### src/rtl/dual_xor_rx.sv
// dual_xor_rx: 8N1 UART receiver with dual-Galois-LFSR XOR decryption and a
// 4-entry plaintext FIFO on a valid/ready stream.
// Optional build macro: DUAL_XOR_RX_BYPASS_EN removes the keystream entirely
// and forwards received bytes to the FIFO unmodified.
module dual_xor_rx #(
   parameter int unsigned   M          = 32,
   parameter int unsigned   BIT_PERIOD = 868,
   parameter logic [M-1:0]  POLY       = M'(32'h8020_0003),
   parameter logic [M-1:0]  SEED_A     = M'(32'h1234_5678),
   parameter logic [M-1:0]  SEED_B     = M'(32'h0BAD_F00D)
) (
   input  logic       clk,
   input  logic       rst,
   input  logic       rxd,
   input  logic       resync,
   output logic [7:0] m_data,
   output logic       m_valid,
   input  logic       m_ready,
   output logic       frame_err,
   output logic       overrun
);

   localparam int unsigned CNT_W = $clog2(BIT_PERIOD + 1);
   localparam int unsigned DEPTH = 4;
   localparam int unsigned CNT_F = 3;
   localparam logic [CNT_W-1:0] HALF_BIT = CNT_W'(BIT_PERIOD / 2);
   localparam logic [CNT_W-1:0] FULL_BIT = CNT_W'(BIT_PERIOD);

   typedef enum logic [2:0] {
      S_IDLE,
      S_START,
      S_DATA,
      S_STOP,
      S_BREAK
   } state_t;

   // synchroniser and edge-detect history
   logic rxd_meta_q, rxd_sync_q, rxd_prev_q;

   state_t           state_q, state_d;
   logic [CNT_W-1:0] cnt_q, cnt_d;
   logic [2:0]       bit_idx_q, bit_idx_d;
   logic [7:0]       shift_q, shift_d;
   logic             tick_c;
   logic             complete_c;

   logic [7:0]       key_c;
   logic [7:0]       plain_c;
   logic             stop_ok_c;
   logic             full_c;
   logic             pop_c;
   logic             wr_c;
   logic [1:0]       wr_idx_c;

   logic [7:0]       mem_q [DEPTH];
   logic [7:0]       mem_d [DEPTH];
   logic [CNT_F-1:0] count_q, count_d;
   logic             valid_q, valid_d;
   logic             frame_err_q, frame_err_d;
   logic             overrun_q, overrun_d;

   // Two-flop synchroniser; reset low so a line held low at release cannot fake a start edge
   always_ff @(posedge clk or negedge rst) begin
      if (!rst) begin
         rxd_meta_q <= 1'b0;
         rxd_sync_q <= 1'b0;
         rxd_prev_q <= 1'b0;
      end else begin
         rxd_meta_q <= rxd;
         rxd_sync_q <= rxd_meta_q;
         rxd_prev_q <= rxd_sync_q;
      end
   end

   assign tick_c = (cnt_q == CNT_W'(1));

   // RX framing FSM: next state, bit timer, shift register, completion strobe
   always_comb begin
      state_d    = state_q;
      cnt_d      = cnt_q;
      bit_idx_d  = bit_idx_q;
      shift_d    = shift_q;
      complete_c = 1'b0;
      case (state_q)
         S_IDLE: begin
            if (rxd_prev_q && !rxd_sync_q) begin
               state_d = S_START;
               cnt_d   = HALF_BIT;
            end
         end
         S_START: begin
            if (tick_c) begin
               if (rxd_sync_q) begin
                  state_d = S_IDLE;
               end else begin
                  state_d   = S_DATA;
                  cnt_d     = FULL_BIT;
                  bit_idx_d = 3'd0;
               end
            end else begin
               cnt_d = cnt_q - CNT_W'(1);
            end
         end
         S_DATA: begin
            if (tick_c) begin
               shift_d = {rxd_sync_q, shift_q[7:1]};
               cnt_d   = FULL_BIT;
               if (bit_idx_q == 3'd7) begin
                  state_d = S_STOP;
               end else begin
                  bit_idx_d = bit_idx_q + 3'd1;
               end
            end else begin
               cnt_d = cnt_q - CNT_W'(1);
            end
         end
         S_STOP: begin
            if (tick_c) begin
               complete_c = 1'b1;
               state_d    = rxd_sync_q ? S_IDLE : S_BREAK;
            end else begin
               cnt_d = cnt_q - CNT_W'(1);
            end
         end
         S_BREAK: begin
            if (rxd_sync_q) begin
               state_d = S_IDLE;
            end
         end
         default: state_d = S_IDLE;
      endcase
   end

   // FSM registers
   always_ff @(posedge clk or negedge rst) begin
      if (!rst) begin
         state_q   <= S_IDLE;
         cnt_q     <= '0;
         bit_idx_q <= '0;
         shift_q   <= '0;
      end else begin
         state_q   <= state_d;
         cnt_q     <= cnt_d;
         bit_idx_q <= bit_idx_d;
         shift_q   <= shift_d;
      end
   end

`ifdef DUAL_XOR_RX_BYPASS_EN
   logic unused_resync;
   assign unused_resync = resync;
   assign key_c         = 8'h00;
`else
   // A zero seed would lock the LFSR, so it is replaced by all-ones
   localparam logic [M-1:0] SEED_A_EFF = (SEED_A == '0) ? '1 : SEED_A;
   localparam logic [M-1:0] SEED_B_EFF = (SEED_B == '0) ? '1 : SEED_B;

   logic [M-1:0] lfsr_a_q, lfsr_a_d;
   logic [M-1:0] lfsr_b_q, lfsr_b_d;

   function automatic logic [M-1:0] galois_step(input logic [M-1:0] s);
      return s[0] ? ((s >> 1) ^ POLY) : (s >> 1);
   endfunction

   // Keystream update: resync reload takes priority over the per-frame advance
   always_comb begin
      lfsr_a_d = lfsr_a_q;
      lfsr_b_d = lfsr_b_q;
      if (resync) begin
         lfsr_a_d = SEED_A_EFF;
         lfsr_b_d = SEED_B_EFF;
      end else if (complete_c) begin
         lfsr_a_d = galois_step(lfsr_a_q);
         lfsr_b_d = galois_step(lfsr_b_q);
      end
   end

   // Keystream registers
   always_ff @(posedge clk or negedge rst) begin
      if (!rst) begin
         lfsr_a_q <= SEED_A_EFF;
         lfsr_b_q <= SEED_B_EFF;
      end else begin
         lfsr_a_q <= lfsr_a_d;
         lfsr_b_q <= lfsr_b_d;
      end
   end

   assign key_c = lfsr_a_q[7:0] ^ lfsr_b_q[7:0];
`endif

   assign plain_c   = shift_q ^ key_c;
   assign stop_ok_c = complete_c && rxd_sync_q;
   assign full_c    = (count_q == CNT_F'(DEPTH));
   assign pop_c     = valid_q && m_ready;
   assign wr_c      = stop_ok_c && (!full_c || pop_c);

   // Shift-style FIFO (head always in mem[0]) plus status pulses
   always_comb begin
      mem_d       = mem_q;
      count_d     = count_q;
      wr_idx_c    = count_q[1:0];
      frame_err_d = complete_c && !rxd_sync_q;
      overrun_d   = stop_ok_c && full_c && !pop_c;
      if (pop_c) begin
         for (int unsigned i = 0; i < DEPTH - 1; i++) begin
            mem_d[i] = mem_q[i+1];
         end
         count_d  = count_q - CNT_F'(1);
         wr_idx_c = 2'(count_q - CNT_F'(1));
      end
      if (wr_c) begin
         mem_d[wr_idx_c] = plain_c;
         count_d         = count_d + CNT_F'(1);
      end
      valid_d = (count_d != '0);
   end

   // FIFO and output registers
   always_ff @(posedge clk or negedge rst) begin
      if (!rst) begin
         for (int unsigned i = 0; i < DEPTH; i++) begin
            mem_q[i] <= '0;
         end
         count_q     <= '0;
         valid_q     <= 1'b0;
         frame_err_q <= 1'b0;
         overrun_q   <= 1'b0;
      end else begin
         mem_q       <= mem_d;
         count_q     <= count_d;
         valid_q     <= valid_d;
         frame_err_q <= frame_err_d;
         overrun_q   <= overrun_d;
      end
   end

   assign m_data    = mem_q[0];
   assign m_valid   = valid_q;
   assign frame_err = frame_err_q;
   assign overrun   = overrun_q;

endmodule

### config.mk
export PLATFORM = sky130hd
export DESIGN_NAME = dual_xor_rx
export DESIGN_NICKNAME = d
export VERILOG_FILES = /design/src/rtl/dual_xor_rx.sv
export SDC_FILE = /design/constraint.sdc
export NUM_CORES = 1
export LEC_CHECK = 0
export ABC_AREA = 0
export BUFFER_PORTS_ARGS = -buffer_cell sky130_fd_sc_hd__buf_4
export CAP_MARGIN = 25
export CORE_UTILIZATION = 40
export CTS_BUF_LIST = sky130_fd_sc_hd__clkbuf_8
export CTS_CLUSTER_DIAMETER = 120
export DETAILED_ROUTE_END_ITERATION = 7
export PLACE_DENSITY = 0.54
export SLEW_MARGIN = 20
export SYNTH_ARGS = -nofsm -noshare
export SYNTH_HDL_FRONTEND = slang
export SYNTH_SLANG_ARGS = --single-unit
### constraint.sdc
create_clock -name clk -period 2.4 [get_ports clk]
set_clock_uncertainty 0.05 [all_clocks]
set_input_delay 0.24 -clock clk [delete_from_list [all_inputs] [get_ports clk]]
set_output_delay 0.24 -clock clk [all_outputs]
set_load 0.01 [all_outputs]
==> impl_metrics.json <==
{
  "clk_pin_slew_ns": 0.07,
  "critPathArrivalTime_ns": 2.73,
  "grtUsageMet1_pct": 22.5,
  "num_vias": 4300,
  "drc": 0,
  "synth-seq-area-share_pct": 52.8,
  "worstMarginPinSlew_ns": 0.571,
  "min-delay-start": "m_ready",
  "cp.required_ns": 2.71,
  "grt_max_degree": 65,
  "design.core.area_sq_um": 15100,
  "grtUsageTotal_pct": 16.4,
  "place_area_sq_um": 6750,
  "n_antenna_cell": 0,
  "whs_path_depth": 4,
  "grt_pass1_wl_mm": 20.7,
  "ys_types": 59,
  "hold_violations": 0,
  "die_area_sq_um": 16000,
  "clock.fmax_ghz": 0.413,
  "min_to": "overrun$_DFF_PN0_",
  "synth_cells": 593,
  "slowest_delay_ns": 0.56,
  "ant_nets": 0,
  "viasPerCell": 5.17,
  "top_usage_layer": "met2",
  "reg2reg_depth": 7,
  "clock-sinks": 129,
  "area_delta_synth_final_pct": 17.9,
  "tns_ns": -0.0224,
  "drive_gt1_share_pct": 23.9,
  "rsz0062_at_grt": "yes",
  "peakVddDrop_v": 0.000397,
  "htreeDepth": 4,
  "hold_class": "input pin to flop",
  "wl_per_cell_um": 14.4,
  "dp_hpwl_mm": 7.86,
  "pin_count": 16,
  "cap_violations": 0,
  "status": "complete, but fails checks",
  "clkLatencyLatePin_ns": 0.44,
  "fp.dieW_um": 126,
  "setup_viol": 1,
  "drtPass1Iterations": 4,
  "initial_core_util_pct": 40.8,
  "critical_path_class": "flop to flop",
  "grt_pass1_vias": 4221,
  "p_per_area_nw_per_um2": 723,
  "violations": "setup timing",
  "cp-start-kind": "flop",
  "fin_area_sq_um": 7290,
  "cts_tree": "done",
  "ys_warn_count": 0,
  "critPathMaxFanout": 10,
  "preCtsSetupSlack_ns": -0.0852,
  "period_share_pct": 101,
  "clock_tree.root_cell": "clkbuf_8",
  "r2r_setup_slack_ns": -0.02,
  "port_buffers": 15,
  "crit_slowest_cell": "or4_4",
  "avgSynthCellArea_sq_um": 10.4,
  "syn-num-nets": 608,
  "synth_seq_cells": 129,
  "worstPathCellList": "inv_2 > ha_4 > or4b_4 > or4_4 > buf_12 > or3_1 > a21oi_2",
  "use_met3_pct": 4.72,
  "leakage_uw": 0.00333,
  "hold_slack_ns": 0.191,
  "relSlewSlack_pct": 61.9,
  "slew_violations": 0,
  "async_flop_share_pct": 100,
  "synth_ff_type": "dfrtp_1",
  "die_y_um": 126,
  "n_fill_cell": 1383,
  "place.gp.congestion": 0.808,
  "syn-cell-area_sq_um": 6180,
  "fin_crit_ns": 2.42,
  "cts_buffers": 17,
  "grt_overflow_total": 0,
  "clk_path_buf_depth": 2,
  "wl_mm": 12.0,
  "cp-end-kind": "flop",
  "drt-initial-drc-count": 292,
  "synth_edf_count": 0,
  "nNetsFinal": 646,
  "r2r_end": "lfsr_a_q[0]$_DFFE_PN0P_",
  "r2r-start": "cnt_q[1]$_DFFE_PN0P_",
  "fin_ws_ns": -0.0224,
  "row_count": 45,
  "use_met2_pct": 24.9,
  "finalCoreUtilization_pct": 48.1,
  "antenna_found_initial": 0
}
==> Yosys cell counts, types with 4 or more instances <==
| cell | n | share of area (%) |
|---|---|---|
| buf_2 | 7 | 0.57 |
| clkbuf_1 | 26 | 1.6 |
| a21oi_1 | 41 | 3.3 |
| inv_1 | 19 | 1.2 |
| nor2_1 | 17 | 1.0 |
| o21ai_0 | 12 | 0.97 |
| xnor2_1 | 13 | 1.8 |
| nand3b_1 | 26 | 3.2 |
| buf_6 | 4 | 0.73 |
| ha_1 | 10 | 2.0 |
| nand2_1 | 121 | 7.3 |
| nor4_1 | 9 | 0.91 |
| or3_1 | 6 | 0.61 |
| mux2i_1 | 50 | 8.1 |
| mux2_4 | 8 | 1.9 |
| xor2_1 | 11 | 1.6 |
| dfstp_2 | 28 | 12 |
| buf_4 | 8 | 0.97 |
| a211oi_1 | 7 | 0.85 |
| o21ai_1 | 9 | 0.73 |
| dfrtp_1 | 101 | 41 |
==> cells in the final DEF, fill, tap and decap left out, drive strengths merged, types with 2 or more instances in the layout <==
master       instances
dfstp               28
clkbuf              21
a211oi               7
dfrtp              101
nand3b              26
bufinv               2
nor3                 6
a22o                 2
or2                  4
xnor2               13
mux2i               50
ha                  10
a2111oi              2
nand3                3
o22ai                3
o21ai               21
xor2                11
nand2b               3
a211o                2
a21oi               41
clkinv               2
or4                  3
nand2              121
inv                 25
a21o                 2
buf                 64
a2bb2oi              3
or3                  6
nor4                10
dlygate4sd3          2
nor2                17
and3                 3
mux2                10
==> sequential cells by signal, indices dropped and copies added, names as in the netlist, named ones only <==
signal / count
lfsr_a_q: 32
lfsr_b_q: 32
mem_q: 16
cnt_q: 10
m_data: 8
shift_q: 8
bit_idx_q: 3
count_q: 3
state_q: 3
frame_err: 1
m_valid: 1
overrun: 1
rxd_meta_q: 1
rxd_prev_q: 1
rxd_sync_q: 1
==> per-stage QoR <==
step           power (uW)  cells
6_report             5270    832
5_1_grt              5580    832
4_1_cts              5310    830
3_3_place_gp         3390    790
3_5_place_dp         3430    790
2_1_floorplan        3070    593
==> layer usage <==
metal / vias to the layer above / wire length [um]
met4: 0 / 172
met2: 50 / 5510
li1: 2101 / -
met5: - / 0
met1: 2135 / 5890
met3: 14 / 411
==> layout make-up <==
class                   count  area (sq um)  share of cell area [%]
repair buffers             67           653                    8.96
multi-input cells         397          2670                    36.7
flip-flops and latches    129          3260                    44.8
well taps                 188           235                    3.23
inverters                  19          71.3                   0.979
clock inverters            11           100                    1.37
clock buffers              21           289                    3.97
==> cell families (layout without fill, tap and decap cells) <==
| logic type | Yosys count | in the layout | share of synthesized area [%] |
|---|---|---|---|
| simple gates | 208 | 208 | 16.8 |
| flops | 129 | 129 | 52.8 |
| compound gates | 95 | 95 | 9.33 |
| buf+inv | 67 | 118 | 5.20 |
| mux | 60 | 60 | 10.4 |
| xor+xnor | 24 | 24 | 3.40 |
| fa+ha+maj | 10 | 10 | 2.02 |
==> worst max path at each step <==
stage / slack (ns) / to / startpoint
3_5_place_dp: -0.09 / shift_q[2]$_DFFE_PN0P_ / cnt_q[0]$_DFFE_PN0P_
2_1_floorplan: -0.13 / shift_q[0]$_DFFE_PN0P_ / cnt_q[1]$_DFFE_PN0P_
6_report: -0.02 / lfsr_a_q[0]$_DFFE_PN0P_ / cnt_q[1]$_DFFE_PN0P_
5_1_grt: -0.07 / lfsr_a_q[0]$_DFFE_PN0P_ / cnt_q[1]$_DFFE_PN0P_
4_1_cts: -0.09 / lfsr_a_q[0]$_DFFE_PN0P_ / cnt_q[1]$_DFFE_PN0P_
3_3_place_gp: -0.05 / lfsr_a_q[0]$_DFFE_PN0P_ / cnt_q[6]$_DFFE_PN0P_
==> worst max-delay path, delay by kind of cell, from the launching register on <==
kind | cells | cell delay (ns)
and+or+nand+nor | 3 | 1.38
DFF | 1 | 0.39
buffers and inverters | 2 | 0.27
AOI/OAI and AO/OA | 1 | 0.13
adders and majority gates | 1 | 0.12
==> power by group <==
group	total [uW]	switching (uW)	internal, uW	leakage, uW
logic	1080	592	489	0.00145
registers	2380	91.6	2290	0.00166
clock network	1800	794	1010	0.000219
==> timing repair <==
item,in CTS,in global routing
setup endpoints to repair,75,102
gates resized for setup,5,7
setup buffers,5,3
gates cloned,1,0
hold buffers,2,0
hold endpoints to repair,29,0
pin swaps,5,4
(Power assumes the default switching activity.)
